File: src/rtl/demux4_dispatcher.sv
// Handshake-safe 1-to-4 dispatcher: one holding register, fixed or round-robin
// channel choice made at acceptance time, drained by the granted channel only.
module demux4_dispatcher #(
  parameter int W  = 8,
  parameter int CW = 16
) (
  input  logic          clk,
  input  logic          rst_n,
  input  logic          mode,
  input  logic [1:0]    sel,
  input  logic [3:0]    en,
  input  logic          in_valid,
  output logic          in_ready,
  input  logic [W-1:0]  in_data,
  output logic [3:0]    out_valid,
  input  logic [3:0]    out_ready,
  output logic [W-1:0]  out_data,
  output logic [1:0]    grant,
  output logic          full,
  output logic [CW-1:0] sent_cnt
);

  // Handshake: a transfer happens on a rising edge where valid & ready are both
  // high; valid never retracts and its data stays stable until that transfer.
  typedef enum logic {S_EMPTY = 1'b0, S_HOLD = 1'b1} state_t;

  state_t        state_q, state_d;
  logic [W-1:0]  data_q, data_d;
  logic [1:0]    grant_q, grant_d;
  logic [1:0]    ptr_q, ptr_d;
  logic          rr_q, rr_d;
  logic [CW-1:0] cnt_q, cnt_d;

  logic       held;
  logic       out_fire;
  logic       accept;
  logic [1:0] eff_ptr;
  logic [1:0] scan_idx;
  logic [1:0] rr_tgt;
  logic [1:0] target;
  logic       target_valid;

  assign held     = (state_q == S_HOLD);
  assign out_fire = held & out_ready[grant_q];
  assign in_ready = rst_n & target_valid & (~held | out_fire);
  assign accept   = in_valid & in_ready;

  // A same-cycle accept must already see the pointer past the channel being
  // served, so the scan starts from grant+1 when a round-robin word drains.
  always_comb begin
    eff_ptr  = (out_fire && rr_q) ? grant_q + 2'd1 : ptr_q;
    rr_tgt   = eff_ptr;
    scan_idx = eff_ptr;
    for (int k = 3; k >= 0; k--) begin
      scan_idx = eff_ptr + 2'(k);
      if (en[scan_idx]) rr_tgt = scan_idx;
    end
    if (mode) begin
      target       = rr_tgt;
      target_valid = |en;
    end else begin
      target       = sel;
      target_valid = en[sel];
    end
  end

  always_ff @(posedge clk) begin
    if (!rst_n) state_q <= S_EMPTY;
    else        state_q <= state_d;
  end

  always_comb begin
    state_d = state_q;
    data_d  = data_q;
    grant_d = grant_q;
    rr_d    = rr_q;
    ptr_d   = ptr_q;
    cnt_d   = cnt_q;
    case (state_q)
      S_EMPTY: if (accept) state_d = S_HOLD;
      S_HOLD:  if (out_fire && !accept) state_d = S_EMPTY;
      default: state_d = S_EMPTY;
    endcase
    if (out_fire) begin
      cnt_d = cnt_q + CW'(1);
      if (rr_q) ptr_d = grant_q + 2'd1;
    end
    if (accept) begin
      data_d  = in_data;
      grant_d = target;
      rr_d    = mode;
    end
  end

  always_ff @(posedge clk) begin
    if (!rst_n) begin
      data_q  <= '0;
      grant_q <= 2'd0;
      ptr_q   <= 2'd0;
      rr_q    <= 1'b0;
      cnt_q   <= '0;
    end else begin
      data_q  <= data_d;
      grant_q <= grant_d;
      ptr_q   <= ptr_d;
      rr_q    <= rr_d;
      cnt_q   <= cnt_d;
    end
  end

  always_comb begin
    full      = held;
    out_valid = held ? (4'b0001 << grant_q) : 4'b0000;
    out_data  = data_q;
    grant     = grant_q;
    sent_cnt  = cnt_q;
  end

endmodule

File: config.mk
export PLATFORM = sky130hd
export DESIGN_NAME = demux4_dispatcher
export DESIGN_NICKNAME = d
export VERILOG_FILES = /design/src/rtl/demux4_dispatcher.sv
export SDC_FILE = /design/constraint.sdc
export NUM_CORES = 1
export LEC_CHECK = 0
export ABC_AREA = 1
export ABC_CLOCK_PERIOD_IN_PS = 2800
export CELL_PAD_IN_SITES_DETAIL_PLACEMENT = 1
export CELL_PAD_IN_SITES_GLOBAL_PLACEMENT = 2
export CORE_ASPECT_RATIO = 1.75
export CORE_MARGIN = 2
export CORE_UTILIZATION = 24
export DETAILED_ROUTE_END_ITERATION = 10
export GPL_TIMING_DRIVEN = 0
export PLACE_DENSITY_LB_ADDON = 0.1
export SKIP_CTS_REPAIR_TIMING = 1
export SYNTH_ARGS = -nofsm -noshare
export SYNTH_HDL_FRONTEND = slang
export SYNTH_SLANG_ARGS = --single-unit
File: constraint.sdc
create_clock -name clk -period 2.8 [get_ports clk]
set_input_delay 0.84 -clock clk [delete_from_list [all_inputs] [get_ports clk]]
set_output_delay 0.84 -clock clk [all_outputs]
set_load 0.01 [all_outputs]
==> results.py, run 1 <==
metrics = {
    "run_status": {
        "status": "completed",
    },
    "hold_path": {
        "hp-class": "reg -> reg",
        "hp-start": "sent_cnt[15]$_SDFFE_PN0N_",
    },
    "sta": {
        "timing.final.hold_violations": 0,
        "fin_setup_tns_ps": 0,
        "finalCriticalPeriod_ps": 2670,
        "clock_skew_ps": 6.74,
        "finalSetupViolCount": 0,
        "maxSlewViolCount": 0,
        "worst_pin_slew_ps": 562,
        "maxSlewHeadroom_pct": 62.5,
        "timing.final.crit_share_pct": 95.5,
        "worst_slack_ps": 125,
        "fmax_mhz": 374,
        "rsz0062_at_grt": "false",
        "timing.hold.ws_ps": 451,
    },
    "cts": {
        "clk_latency_ps": 280,
        "cts.htree.levels": 2,
        "clk_pin_slew_ps": 50,
        "cts_buffers": 5,
        "clock_path_buffers": 2,
        "cts_tree": "built",
        "cts.sinks": 30,
        "root_buffer": "clkbuf_16",
    },
    "floorplan": {
        "start_util_pct": 24.6,
        "die_h_microns": 117,
        "rows": 41,
        "die_area_sq_um": 8020,
        "ios": 54,
        "die_x_microns": 68.6,
        "coreArea_sq_um": 7130,
    },
    "placement": {
        "hpwl_mm": 4.42,
        "place_ws_ps": -634,
        "gp_congestion": 0.772,
        "place_area_sq_um": 2380,
        "dp_cells": 403,
        "port_buffers": 52,
    },
    "worst_setup_path": {
        "crit_top_cell": "o21ai_1",
        "cp.arrival_ps": 1830,
        "cp_num_buf_inv": 4,
        "crit_start": "sel[1]",
        "required_ps": 1960,
        "worst_setup_path_end_kind": "output pin",
        "cp_slowest_cell": "clkdlybuf4s50_1",
        "crit_path_max_incr_delay_ps": 450,
        "startpoint_type": "primary input",
        "cp_top_family": "buffers and inverters",
        "crit_fanout": 3,
        "critPathKind": "in -> out",
        "reg2reg_from": "grant[0]$_SDFFE_PN0P_",
        "crit_chain": "clkdlybuf4s50_1 > inv_1 > a21oi_2 > o21ai_1 > o21ai_1 > nand2_1 > inv_2 > buf_6",
    },
    "drt": {
        "drtIter0Drc": 58,
        "via_per_inst": 4.58,
        "routed_wirelength_mm": 5.54,
        "drc": 0,
        "ant_nets": 0,
        "wl_per_cell_microns": 13.5,
        "drt_first_pass_iters": 5,
        "via_count": 1886,
    },
    "logic_synthesis": {
        "yosysSeqAreaShare_pct": 34.3,
        "syn_area_per_cell_sq_um": 6.61,
        "synthCells": 265,
        "synth_fp_nets": 292,
        "ys_ff_latch": 30,
        "synth_cell_types": 31,
        "yosysWarnings": 0,
        "synth_area_sq_um": 1750,
    },
    "layout": {
        "insertedDiodeCount": 0,
        "area_delta_synth_final_pct": 46.7,
        "fin_area_sq_um": 2570,
        "drive_gt1_share_pct": 12.3,
        "finish.net_count": 352,
        "fin_cells": 412,
    },
    "global_routing": {
        "grt_max_degree": 11,
        "grt_pass1_vias": 1919,
        "grt_pass1_wl_mm": 9.15,
        "antenna_found_initial": 0,
        "overflow": 0,
        "grtUsageTotal_pct": 15.4,
    },
    "pwr": {
        "leakage_nw": 1.17,
        "p_per_area_nw_per_um2": 457,
        "vdd_drop_max_uv": 286,
    },
    "job": {
        "cap_violations": 0,
    },
}
[layout by cell type, fill, tap and decap left out, types with 7 or more instances in the layout]
cell	instances
a21oi_1	15
clkdlybuf4s50_1	42
dfxtp_1	30
dlymetal6s2s_1	9
inv_1	31
nand2_1	65
nand3_1	10
nand4_1	7
nor2_1	32
nor3_1	9
o21ai_0	17
[Yosys cell counts]
| cell | instances | area [sq um] |
|---|---|---|
| nand2_1 | 66 | 248 |
| inv_1 | 34 | 128 |
| nor2_1 | 34 | 128 |
| dfxtp_1 | 30 | 601 |
| o21ai_0 | 19 | 95.1 |
| a21oi_1 | 16 | 80.1 |
| nand3_1 | 10 | 50.1 |
| nor3_1 | 9 | 45.0 |
| nand4_1 | 7 | 43.8 |
| ha_1 | 5 | 62.6 |
| nand2_2 | 4 | 25.0 |
| clkbuf_1 | 3 | 11.3 |
| inv_2 | 3 | 11.3 |
| nand2_4 | 3 | 33.8 |
| a31oi_1 | 2 | 12.5 |
| buf_2 | 2 | 10.0 |
| nand3_2 | 2 | 20.0 |
| nor2_4 | 2 | 22.5 |
| nor3_2 | 2 | 20.0 |
| a21oi_2 | 1 | 8.76 |
| and3_1 | 1 | 6.26 |
| buf_1 | 1 | 3.75 |
| nand4_2 | 1 | 12.5 |
| nor2_2 | 1 | 6.26 |
| nor3_4 | 1 | 16.3 |
| nor3b_1 | 1 | 7.51 |
| nor4_1 | 1 | 6.26 |
| nor4_2 | 1 | 12.5 |
| o21ai_2 | 1 | 8.76 |
| o21bai_1 | 1 | 7.51 |
| xor2_1 | 1 | 8.76 |
[cell type report]
type | count | area [sq um]
buffer | 6 | 25.0
clock buffer | 7 | 143
clock inverter | 1 | 5.00
fill | 895 | 4560
inverter | 37 | 139
multi-input combinational | 192 | 998
sequential | 30 | 601
tap | 86 | 108
timing repair buffer | 53 | 552
[path summary, 6_finish.rpt]
check                                                  to  slack, ps  cells past startpoint
worst max-delay path                             in_ready        130                      8
worst max register to register      grant[0]$_SDFFE_PN0P_        510                     16
worst min-delay path            sent_cnt[15]$_SDFFE_PN0N_        450                      1
worst min register to register  sent_cnt[15]$_SDFFE_PN0N_        450                      1
[cell families (layout without fill, tap and decap cells)]
family,after synthesis,after routing,synth area share (%)
buf+inv,43,104,9.36
fa+ha+maj,5,5,3.57
flops,30,30,34.3
simple gates,146,146,40.1
compound gates,40,40,12.1
xor+xnor,1,1,0.500
[routing by layer]
metal,track usage [%],vias to the layer above,wire length [microns]
li1,-,967,-
met1,15.6,885,2010
met2,29.3,27,3290
met3,2.39,7,142
met4,7.07,0,103
met5,0,-,0
[sequential cells by signal (all words and copies together) (netlist names)]
register,cells
out_data,8
ptr_q,2
rr_q,1
full,1
sent_cnt,16
grant,2
[metrics by stage]
| stage | total power, W | utilization (%) |
|---|---|---|
| 2_1_floorplan | 0.000549 | - |
| 3_3_place_gp | 0.000637 | 33.4 |
| 3_5_place_dp | 0.000638 | 33.4 |
| 4_1_cts | 0.00119 | 35.4 |
| 5_1_grt | 0.00123 | 36.0 |
| 6_report | 0.00117 | 36.0 |
[power by group]
part	internal [W]	switching (W)	total, W
Sequential	0.000441	0.0000125	0.000454
Combinational	0.0000832	0.0000915	0.000175
Clock	0.000352	0.000194	0.000546
Total	0.000876	0.000298	0.00117
No activity file was read; power rests on OpenSTA's default activity.
==> run 2: changes to the inputs <==
Settings changed: PLACE_DENSITY from default to 0.86, PLACE_DENSITY_LB_ADDON 0.1 to default.
==> run 2 against run 1 <==
Via count increased by 1.6%. Sequential share of layout area decreased by 0.091 points. First-iteration DRC count decreased by 12%. Utilization increased by 0.14 points. Register-to-register slack got worse by 50 ps. Power increased by 0.37%. Clock skew decreased by 1.8 ps. Critical path depth unchanged. Combinational power about the same. Global-route usage decreased by 0.61 points.
==> results.py, run 2 (same netlist as run 1, synthesis figures left out) <==
metrics = {
    "drt": {
        "drtIter0Drc": 51,
        "drc": 0,
        "wl_per_cell_microns": 13.5,
        "ant_nets": 0,
        "via_per_inst": 4.64,
        "routed_wirelength_mm": 5.59,
        "via_count": 1916,
        "drt_first_pass_iters": 2,
    },
    "floorplan": {
        "coreArea_sq_um": 7130,
        "rows": 41,
        "start_util_pct": 24.6,
        "die_h_microns": 117,
        "die_x_microns": 68.6,
        "die_area_sq_um": 8020,
        "ios": 54,
    },
    "layout": {
        "fin_area_sq_um": 2580,
        "final_core_util_pct": 36.2,
        "area_delta_synth_final_pct": 47.3,
        "drive_gt1_share_pct": 12.5,
        "finish.net_count": 353,
        "largest_reg_flops": 16,
        "insertedDiodeCount": 0,
        "fin_cells": 413,
        "mostFrequentLayoutCells": "65 x nand2_1, 42 x clkdlybuf4s50_1, 33 x nor2_1",
        "final_common_cell": "nand2_1",
    },
    "placement": {
        "port_buffers": 52,
        "dp_cells": 403,
        "place_area_sq_um": 2380,
        "hpwl_mm": 4.39,
        "gp_congestion": 0.752,
    },
    "job": {
        "cap_violations": 0,
    },
    "worst_setup_path": {
        "worst_setup_path_end_kind": "output pin",
        "crit_start": "sel[1]",
        "startpoint_type": "primary input",
        "r2r_end": "grant[0]$_SDFFE_PN0P_",
        "cp_slowest_cell": "clkdlybuf4s50_1",
        "reg2reg_from": "grant[0]$_SDFFE_PN0P_",
        "crit_path_max_incr_delay_ps": 470,
        "rr_worst_depth": 16,
        "crit_fanout": 3,
        "crit_chain": "clkdlybuf4s50_1 > inv_2 > a21oi_2 > o21ai_1 > o21ai_1 > nand2_1 > inv_2 > buf_6",
        "reg2reg_setup_slack_ps": 460,
        "critPathKind": "in -> out",
        "crit_end": "in_ready",
        "cp.arrival_ps": 1850,
        "required_ps": 1960,
    },
    "global_routing": {
        "grtUsageTotal_pct": 14.8,
        "grt_pass1_vias": 1937,
        "overflow": 0,
        "antenna_found_initial": 0,
        "grt_pass1_wl_mm": 8.89,
        "grt_max_degree": 11,
    },
    "cts": {
        "clock_path_buffers": 2,
        "cts.sinks": 30,
        "cts_tree": "built",
        "cts_buffers": 5,
        "cts.htree.levels": 2,
        "clk_pin_slew_ps": 50,
        "root_buffer": "clkbuf_16",
        "clk_latency_ps": 280,
    },
    "sta": {
        "finalSetupViolCount": 0,
        "timing.hold.ws_ps": 467,
        "maxSlewHeadroom_pct": 62.7,
        "timing.final.hold_violations": 0,
        "timing.final.crit_share_pct": 96.1,
        "finalCriticalPeriod_ps": 2690,
        "rsz0062_at_grt": "false",
        "worst_pin_slew_ps": 560,
        "fin_setup_tns_ps": 0,
        "maxSlewViolCount": 0,
        "clock_skew_ps": 4.97,
        "fmax_mhz": 372,
    },
    "pwr": {
        "p_per_area_nw_per_um2": 457,
        "leakage_nw": 1.18,
        "vdd_drop_max_uv": 293,
    },
    "hold_path": {
        "hp-class": "reg -> reg",
    },
    "run_status": {
        "status": "completed",
    },
}
-- run 2: cell types whose count changed in the layout (fill, tap and decap cells not counted), sizes merged --
cell / change
buf: +1
-- run 2: worst min-delay path by stage --
stage | start | end | slack [ps] | cells past startpoint
global route | sent_cnt[15]$_SDFFE_PN0N_ | sent_cnt[15]$_SDFFE_PN0N_ | 490 | 1
detailed placement | sent_cnt[15]$_SDFFE_PN0N_ | sent_cnt[15]$_SDFFE_PN0N_ | 460 | 1
floorplan | sent_cnt[15]$_SDFFE_PN0N_ | sent_cnt[15]$_SDFFE_PN0N_ | 470 | 1
finish | sent_cnt[13]$_SDFFE_PN0N_ | sent_cnt[13]$_SDFFE_PN0N_ | 470 | 2
global placement | out_data[5]$_SDFFE_PN0P_ | out_data[5]$_SDFFE_PN0P_ | 460 | 2
CTS | sent_cnt[15]$_SDFFE_PN0N_ | sent_cnt[15]$_SDFFE_PN0N_ | 480 | 1
-- run 2: through the flow --
step / setup WS [ps] / power (W)
after detailed placement: -629 / 0.000636
after CTS: -642 / 0.00119
after global routing: 1.45 / 0.00124
final: 108 / 0.00118
after global placement: -620 / 0.000633
after floorplan: 588 / 0.000549
-- run 2: final cells by class --
| class | count | area (sq um) |
|---|---|---|
| Clock buffer | 7 | 143 |
| Inverter | 37 | 139 |
| Fill cell | 904 | 4550 |
| Timing Repair Buffer | 54 | 559 |
| Multi-Input combinational cell | 192 | 1000 |
| Tap cell | 86 | 108 |
| Sequential cell | 30 | 601 |
| Clock inverter | 1 | 5.00 |
| Buffer | 6 | 25.0 |
-- run 2: worst max-delay path: cells and delay by family --
kind            cells  cell delay, ps
buf+inv             4             690
compound gates      3             250
simple gates        1              80
-- run 2: power breakdown --
| group | switching (W) | internal [W] |
|---|---|---|
| sequential | 0.0000127 | 0.000441 |
| combinational | 0.0000930 | 0.0000850 |
| clock | 0.000195 | 0.000352 |
| total | 0.000301 | 0.000878 |
-- run 2: metal layers --
layer	track usage [%]	vias to the layer above	routed length (microns)
met4	6.80	0	146
met5	0	-	0
met2	29.2	31	3310
met3	2.29	10	146
met1	14.0	908	1980
li1	-	967	-
